===== src/rtl/mem_access_unit.sv =====
// mem_access_unit
//   Load/store initiator between the CPU memory stage and a word-organised
//   data memory. One request at a time over valid/ready. Sub-word stores are
//   done as read-modify-write because the memory always writes a full word.
//   Loads are lane-extracted and sign/zero-extended before a one-cycle
//   response pulse.
//
//   Optional feature: define MEM_ACCESS_EXC_EN to enable misalignment and
//   range faults (faulting requests skip memory and respond with resp_exc=1).
//
// Ports
//   clk, reset       clock, synchronous active-high reset
//   req_valid/ready  request handshake
//   req_op           000 LW 001 LH 010 LHU 011 LB 100 LBU 101 SW 110 SH 111 SB
//   req_addr         byte address
//   req_wdata        store data (SH [15:0], SB [7:0])
//   resp_valid       one-cycle response pulse
//   resp_rdata       extended load data (0 for stores), held between responses
//   resp_exc         request faulted, held between responses
//   mem_addr         word-aligned byte address to memory
//   mem_wdata        full word to write
//   mem_write        byte enables, commit at posedge
//   mem_rdata        combinational read of word at mem_addr
module mem_access_unit #(
  parameter int DM_WORDS = 3072
) (
  input  logic        clk,
  input  logic        reset,
  input  logic        req_valid,
  output logic        req_ready,
  input  logic [2:0]  req_op,
  input  logic [31:0] req_addr,
  input  logic [31:0] req_wdata,
  output logic        resp_valid,
  output logic [31:0] resp_rdata,
  output logic        resp_exc,
  output logic [31:0] mem_addr,
  output logic [31:0] mem_wdata,
  output logic [3:0]  mem_write,
  input  logic [31:0] mem_rdata
);

  localparam logic [1:0] IDLE = 2'd0;
  localparam logic [1:0] RD   = 2'd1;
  localparam logic [1:0] WR   = 2'd2;
  localparam logic [1:0] RESP = 2'd3;

  localparam logic [2:0] OP_LW  = 3'd0;
  localparam logic [2:0] OP_LH  = 3'd1;
  localparam logic [2:0] OP_LHU = 3'd2;
  localparam logic [2:0] OP_LB  = 3'd3;
  localparam logic [2:0] OP_LBU = 3'd4;
  localparam logic [2:0] OP_SW  = 3'd5;
  localparam logic [2:0] OP_SH  = 3'd6;
  localparam logic [2:0] OP_SB  = 3'd7;

  localparam logic [31:0] DM_LIM = 32'(DM_WORDS);

`ifdef MEM_ACCESS_EXC_EN
  localparam logic EXC_EN = 1'b1;
`else
  // Checks fold away; resp_exc stays at its reset value of 0.
  localparam logic EXC_EN = 1'b0;
`endif

  typedef struct packed {
    logic [2:0]  op;
    logic [31:0] addr;
    logic [31:0] wdata;
  } req_t;

  logic [1:0]      state, state_nxt;
  req_t            req_q;
  logic [3:0][7:0] word_q;
  logic [31:0]     rdata_q;
  logic            exc_q;

  // ---------------- fault detection on the incoming request ----------------
  logic mis_fault, rng_fault, fault;

  always_comb begin
    mis_fault = 1'b0;
    case (req_op)
      OP_LW, OP_SW:         mis_fault = |req_addr[1:0];
      OP_LH, OP_LHU, OP_SH: mis_fault = req_addr[0];
      default:              mis_fault = 1'b0;
    endcase
  end

  assign rng_fault = ({2'b00, req_addr[31:2]} >= DM_LIM);
  assign fault     = EXC_EN & (mis_fault | rng_fault);

  logic q_subword;
  assign q_subword = (req_q.op == OP_SH) || (req_q.op == OP_SB);

  // ---------------- FSM ----------------
  always_comb begin
    state_nxt = state;
    case (state)
      IDLE: if (req_valid)
              state_nxt = fault ? RESP : (req_op == OP_SW) ? WR : RD;
      RD:   state_nxt = q_subword ? WR : RESP;
      WR:   state_nxt = RESP;
      RESP: state_nxt = IDLE;
      default: state_nxt = IDLE;
    endcase
  end

  // ---------------- load extraction ----------------
  logic [3:0][7:0] rd_lanes;
  logic [7:0]      ld_b;
  logic [15:0]     ld_h;
  logic [31:0]     ld_ext;

  assign rd_lanes = mem_rdata;
  assign ld_b     = rd_lanes[req_q.addr[1:0]];
  assign ld_h     = req_q.addr[1] ? mem_rdata[31:16] : mem_rdata[15:0];

  always_comb begin
    ld_ext = '0;
    case (req_q.op)
      OP_LW:   ld_ext = mem_rdata;
      OP_LH:   ld_ext = {{16{ld_h[15]}}, ld_h};
      OP_LHU:  ld_ext = {16'h0, ld_h};
      OP_LB:   ld_ext = {{24{ld_b[7]}}, ld_b};
      OP_LBU:  ld_ext = {24'h0, ld_b};
      default: ld_ext = '0;
    endcase
  end

  // ---------------- store merge ----------------
  // Store data is replicated across lanes so each byte lane simply picks
  // either the new byte or the captured old byte according to its enable.
  logic [3:0]      be;
  logic [3:0][7:0] st_lanes, merged;

  always_comb begin
    be       = 4'b0000;
    st_lanes = req_q.wdata;
    case (req_q.op)
      OP_SW: be = 4'b1111;
      OP_SH: begin
        be       = 4'b0011 << {req_q.addr[1], 1'b0};
        st_lanes = {2{req_q.wdata[15:0]}};
      end
      OP_SB: begin
        be       = 4'b0001 << req_q.addr[1:0];
        st_lanes = {4{req_q.wdata[7:0]}};
      end
      default: be = 4'b0000;
    endcase
  end

  for (genvar i = 0; i < 4; i++) begin : g_lane
    assign merged[i] = be[i] ? st_lanes[i] : word_q[i];
  end

  // ---------------- outputs ----------------
  assign req_ready  = (state == IDLE);
  assign resp_valid = (state == RESP);
  assign mem_addr   = (state == RD || state == WR) ? {req_q.addr[31:2], 2'b00} : '0;
  assign mem_wdata  = (state == WR) ? merged : '0;
  // Gated by reset directly so a reset landing in WR never commits.
  assign mem_write  = (state == WR && !reset) ? be : 4'b0000;
  assign resp_rdata = rdata_q;
  assign resp_exc   = exc_q;

  // ---------------- state ----------------
  always_ff @(posedge clk) begin
    if (reset) begin
      state   <= IDLE;
      req_q   <= '0;
      word_q  <= '0;
      rdata_q <= '0;
      exc_q   <= 1'b0;
    end else begin
      state <= state_nxt;
      case (state)
        IDLE: if (req_valid) begin
          req_q <= {req_op, req_addr, req_wdata};
          if (fault) begin
            rdata_q <= '0;
            exc_q   <= 1'b1;
          end
        end
        RD: begin
          word_q <= mem_rdata;
          if (!q_subword) begin
            rdata_q <= ld_ext;
            exc_q   <= 1'b0;
          end
        end
        WR: begin
          rdata_q <= '0;
          exc_q   <= 1'b0;
        end
        default: ;
      endcase
    end
  end

endmodule


===== config.mk =====
export PLATFORM = sky130hd
export DESIGN_NAME = mem_access_unit
export DESIGN_NICKNAME = d
export VERILOG_FILES = /design/src/rtl/mem_access_unit.sv
export SDC_FILE = /design/constraint.sdc
export NUM_CORES = 1
export LEC_CHECK = 0
export BUFFER_PORTS_ARGS = -buffer_cell sky130_fd_sc_hd__buf_2
export CORE_ASPECT_RATIO = 0.75
export CORE_UTILIZATION = 46
export DETAILED_ROUTE_END_ITERATION = 8
export PLACE_DENSITY = 0.83
export SYNTH_ARGS = -nofsm -noshare
export SYNTH_HDL_FRONTEND = slang
export SYNTH_SLANG_ARGS = --single-unit

===== constraint.sdc =====
create_clock -name clk -period 5.25 [get_ports clk]
set_input_delay 0.7875 -clock clk [delete_from_list [all_inputs] [get_ports clk]]
set_output_delay 0.7875 -clock clk [all_outputs]
set_load 0.005 [all_outputs]

==> flow_summary.ini <==
[status]
status = completed

[timing]
layout_setup_ws_ns = 1.606
drv_slew = 0
max_clock_freq_ghz = 0.2744
hold_violations = 0
period_needed_ns = 3.644
relSlewSlack_pct = 24.58
finalSetupViolations = 0
rsz0062_at_grt = false
timing.setup.tns_ns = 0
worstMarginPinSlew_ns = 1.130
post-route-period-util_pct = 69.41
fin_skew_ns = 0.005936

[power]
switchingPower_uw = 1095
pwr-share-clk_pct = 38.9
peakVddDrop_uv = 257.9
pwr-share-seq_pct = 36.9
p_per_area_mw_per_mm2 = 403.4
swShare_pct = 31.94
leakage_uw = 0.003806
p_comb_share_pct = 24.2
power.internal_uw = 2332

[die]
die_area_mm2 = 0.01554
ios = 205
initial_core_util_pct = 47.41
die_w_um = 143.6
core_area_mm2 = 0.01460
placement_rows = 38
die_h_um = 108.2

[grt]
grt_pass1_wl_mm = 32.12
antenna_found_initial = 0
grt_overflow = 0
grt_pass1_vias = 5865
grt_max_degree = 93
grt_usage_pct = 27.47

[clocking]
root_buffer = clkbuf_16
clk_latency_ns = 0.42
cts_buffer_depth = 2
cts_buffers = 17
ctsResizeCount = 0
cts_tree = built
h-tree-depth = 4
cts-hold-fix-buffers = 0
numClockSinks = 133
cts.clk_slew.worst_paths_ns = 0.06
post_cts_buffers = 0

[placed_design]
gp_congestion = 0.8950
placed_cell_area_mm2 = 0.007831
dp_slack_ns = 2.117
dp.cells = 1130
hpwl_mm = 14.84
port_buffers = 201

[synth]
synth_cell_type_count = 54
synthFlopType = dfxtp_1
ys_seq_elements = 133
syn_avg_cell_area_um2 = 8.771
async_reset_ff_share_pct = 0
yosysSeqAreaShare_pct = 38.47
synth_cells = 789
ys.warnings.count = 0
synth_edf_count = 0
netlist_area_mm2 = 0.006920

[detailed_routing]
routed_via_density = 5.610
met2_wirelength_mm = 9.349
post_drt_wl_per_cell_um = 18.11
ant_nets = 0
vias = 6524
finalWirelength_mm = 21.07
drtIter0Drc = 552
drcViolationCount = 0
top_layer = met4
drt-met1-wl_mm = 9.664
dr.pass1.iters = 5
wl_met3_mm = 1.527

[worst_setup_path]
r2r_slack_ns = 2.53
worst-setup-path-type = reg -> out
reg2reg_to = resp_rdata[17]$_SDFFE_PP0P_
crit_path_end_kind = primary output
start_kind = register
critical_path.startpoint = req_q[65]$_SDFFE_PP0P_
path_max_fanout = 24
required_ns = 4.46
setup.worst_path.end = mem_wdata[16]
r2r-start = state[1]$_SDFFE_PP0P_
critPathArrivalTime_ns = 2.86
r2r_cells = 8

[finish]
nets = 1055
drive_above_1_share_pct = 31.08
final_cell_count_no_fill = 1163
syn_to_final_growth_pct = 22.76
final_area_mm2 = 0.008496

[job]
maxCapViolations = 0

[min_path]
worstHoldStart = req_q[59]$_SDFFE_PP0P_
min_path_type = reg -> reg
==> kinds of logic (layout without fill, tap and decap cells) <==
family	Yosys count	in the layout	synth area share (%)
flops	133	133	38.47
mux	76	76	12.67
other cells	1	4	0.05419
compound gates	189	189	21.55
simple gates	313	313	20.32
buf+inv	73	244	6.201
fa+ha+maj	4	4	0.7232
==> cell usage after synthesis (3+ instances only) <==
cell type  number  area, µm²
a211oi_2        7      87.58
a21boi_0        4      30.03
a21boi_1        4      30.03
a21oi_1        77      385.4
a21oi_4         3      48.80
a221o_1         8      80.08
a221oi_1        5      43.79
a221oi_2       18      270.3
a22oi_1        16      120.1
and2_1         34      212.7
buf_1           5      18.77
buf_2          13      65.06
buf_4          11      82.58
buf_6          13      146.4
clkbuf_1       27      101.4
dfxtp_1       133       2663
ha_1            4      50.05
inv_1           3      11.26
mux2_2          5      56.30
mux2i_1        61      610.6
mux4_2          8      180.2
nand2_1       201      754.5
nand2b_1        5      31.28
nand3_1        16      80.08
nor2_1         34      127.6
nor2b_1        10      62.56
o2111ai_1       8      70.07
o211a_1        16      160.2
o21ai_0         9      45.04
==> stage by stage <==
stage / hold slack (ns) / util, % / total power (µW)
global placement: 0.4356 / 53.65 / 2075
finish: 0.4481 / 58.20 / 3427
detailed placement: 0.4424 / 53.65 / 2098
global route: 0.4656 / 58.19 / 3576
floorplan: 0.4317 / - / 1880
CTS: 0.4508 / 58.19 / 3432
==> cell usage in the layout, fill, tap and decap left out, types with 4 or more instances in the layout <==
cell type / netlist / routed
a221oi_1: 5 / 5
nand2b_1: 5 / 5
clkbuf_16: 0 / 17
and2_1: 34 / 33
buf_4: 11 / 8
nor2_1: 34 / 34
nor2b_1: 10 / 10
a21oi_1: 77 / 77
a21boi_0: 4 / 4
mux2_2: 5 / 5
mux2i_1: 61 / 61
o21ai_0: 9 / 9
o211a_1: 16 / 16
o2111ai_1: 8 / 8
a22oi_1: 16 / 16
a221o_1: 8 / 8
mux4_2: 8 / 8
a221oi_2: 18 / 18
a21boi_1: 4 / 4
a211oi_2: 7 / 7
buf_2: 13 / 200
nand3_1: 16 / 16
nand2_1: 201 / 200
dfxtp_1: 133 / 133
bufinv_16: 0 / 5
==> final cells by class <==
type | count | area [µm²]
fillers | 1296 | 6101
multi-input cells | 585 | 3842
flip-flops and latches | 133 | 2663
repair buffers | 208 | 1061
clock buffers | 18 | 439.2
well taps | 200 | 250.2
clock inverters | 14 | 222.7
inverters | 4 | 15.01
diodes | 1 | 2.502
==> layer usage <==
layer / global-route usage (%) / up-vias
met3: 5.802 / 49
met1: 37.50 / 3073
met2: 42.20 / 328
met5: 0 / -
met4: 11.09 / 0
li1: - / 3074
==> worst max-delay path, stage by stage, from the launching register on <==
cell and delay [ns]:
dfxtp_1 1.07, and2_1 0.83, nand2_1 0.15, nand3_1 0.13, o211a_1 0.15, buf_2 0.10
==> power by group through the flow <==
stage / Sequential, µW / Clock (µW) / Combinational [µW]
2_1_floorplan: 1230 / 0 / 649
3_3_place_gp: 1270 / 0 / 801
3_5_place_dp: 1280 / 0 / 818
4_1_cts: 1260 / 1350 / 826
5_1_grt: 1280 / 1390 / 909
6_report: 1270 / 1330 / 828
==> worst min path at each step <==
stage / end / slack (ns) / cells after the start
final: req_q[59]$_SDFFE_PP0P_ / 0.45 / 2
after global routing: req_q[56]$_SDFFE_PP0P_ / 0.47 / 2
after CTS: req_q[36]$_SDFFE_PP0P_ / 0.45 / 2
after detailed placement: req_q[36]$_SDFFE_PP0P_ / 0.44 / 2
after global placement: resp_rdata[15]$_SDFFE_PP0P_ / 0.44 / 2
after floorplan: req_q[34]$_SDFFE_PP0P_ / 0.43 / 2
==> state kept, by name (all words and copies together), names as in the netlist <==
register    cells
resp_rdata     32
state           2
word_q         32
req_q          67
Note: power is estimated with default switching activity, not from simulation.
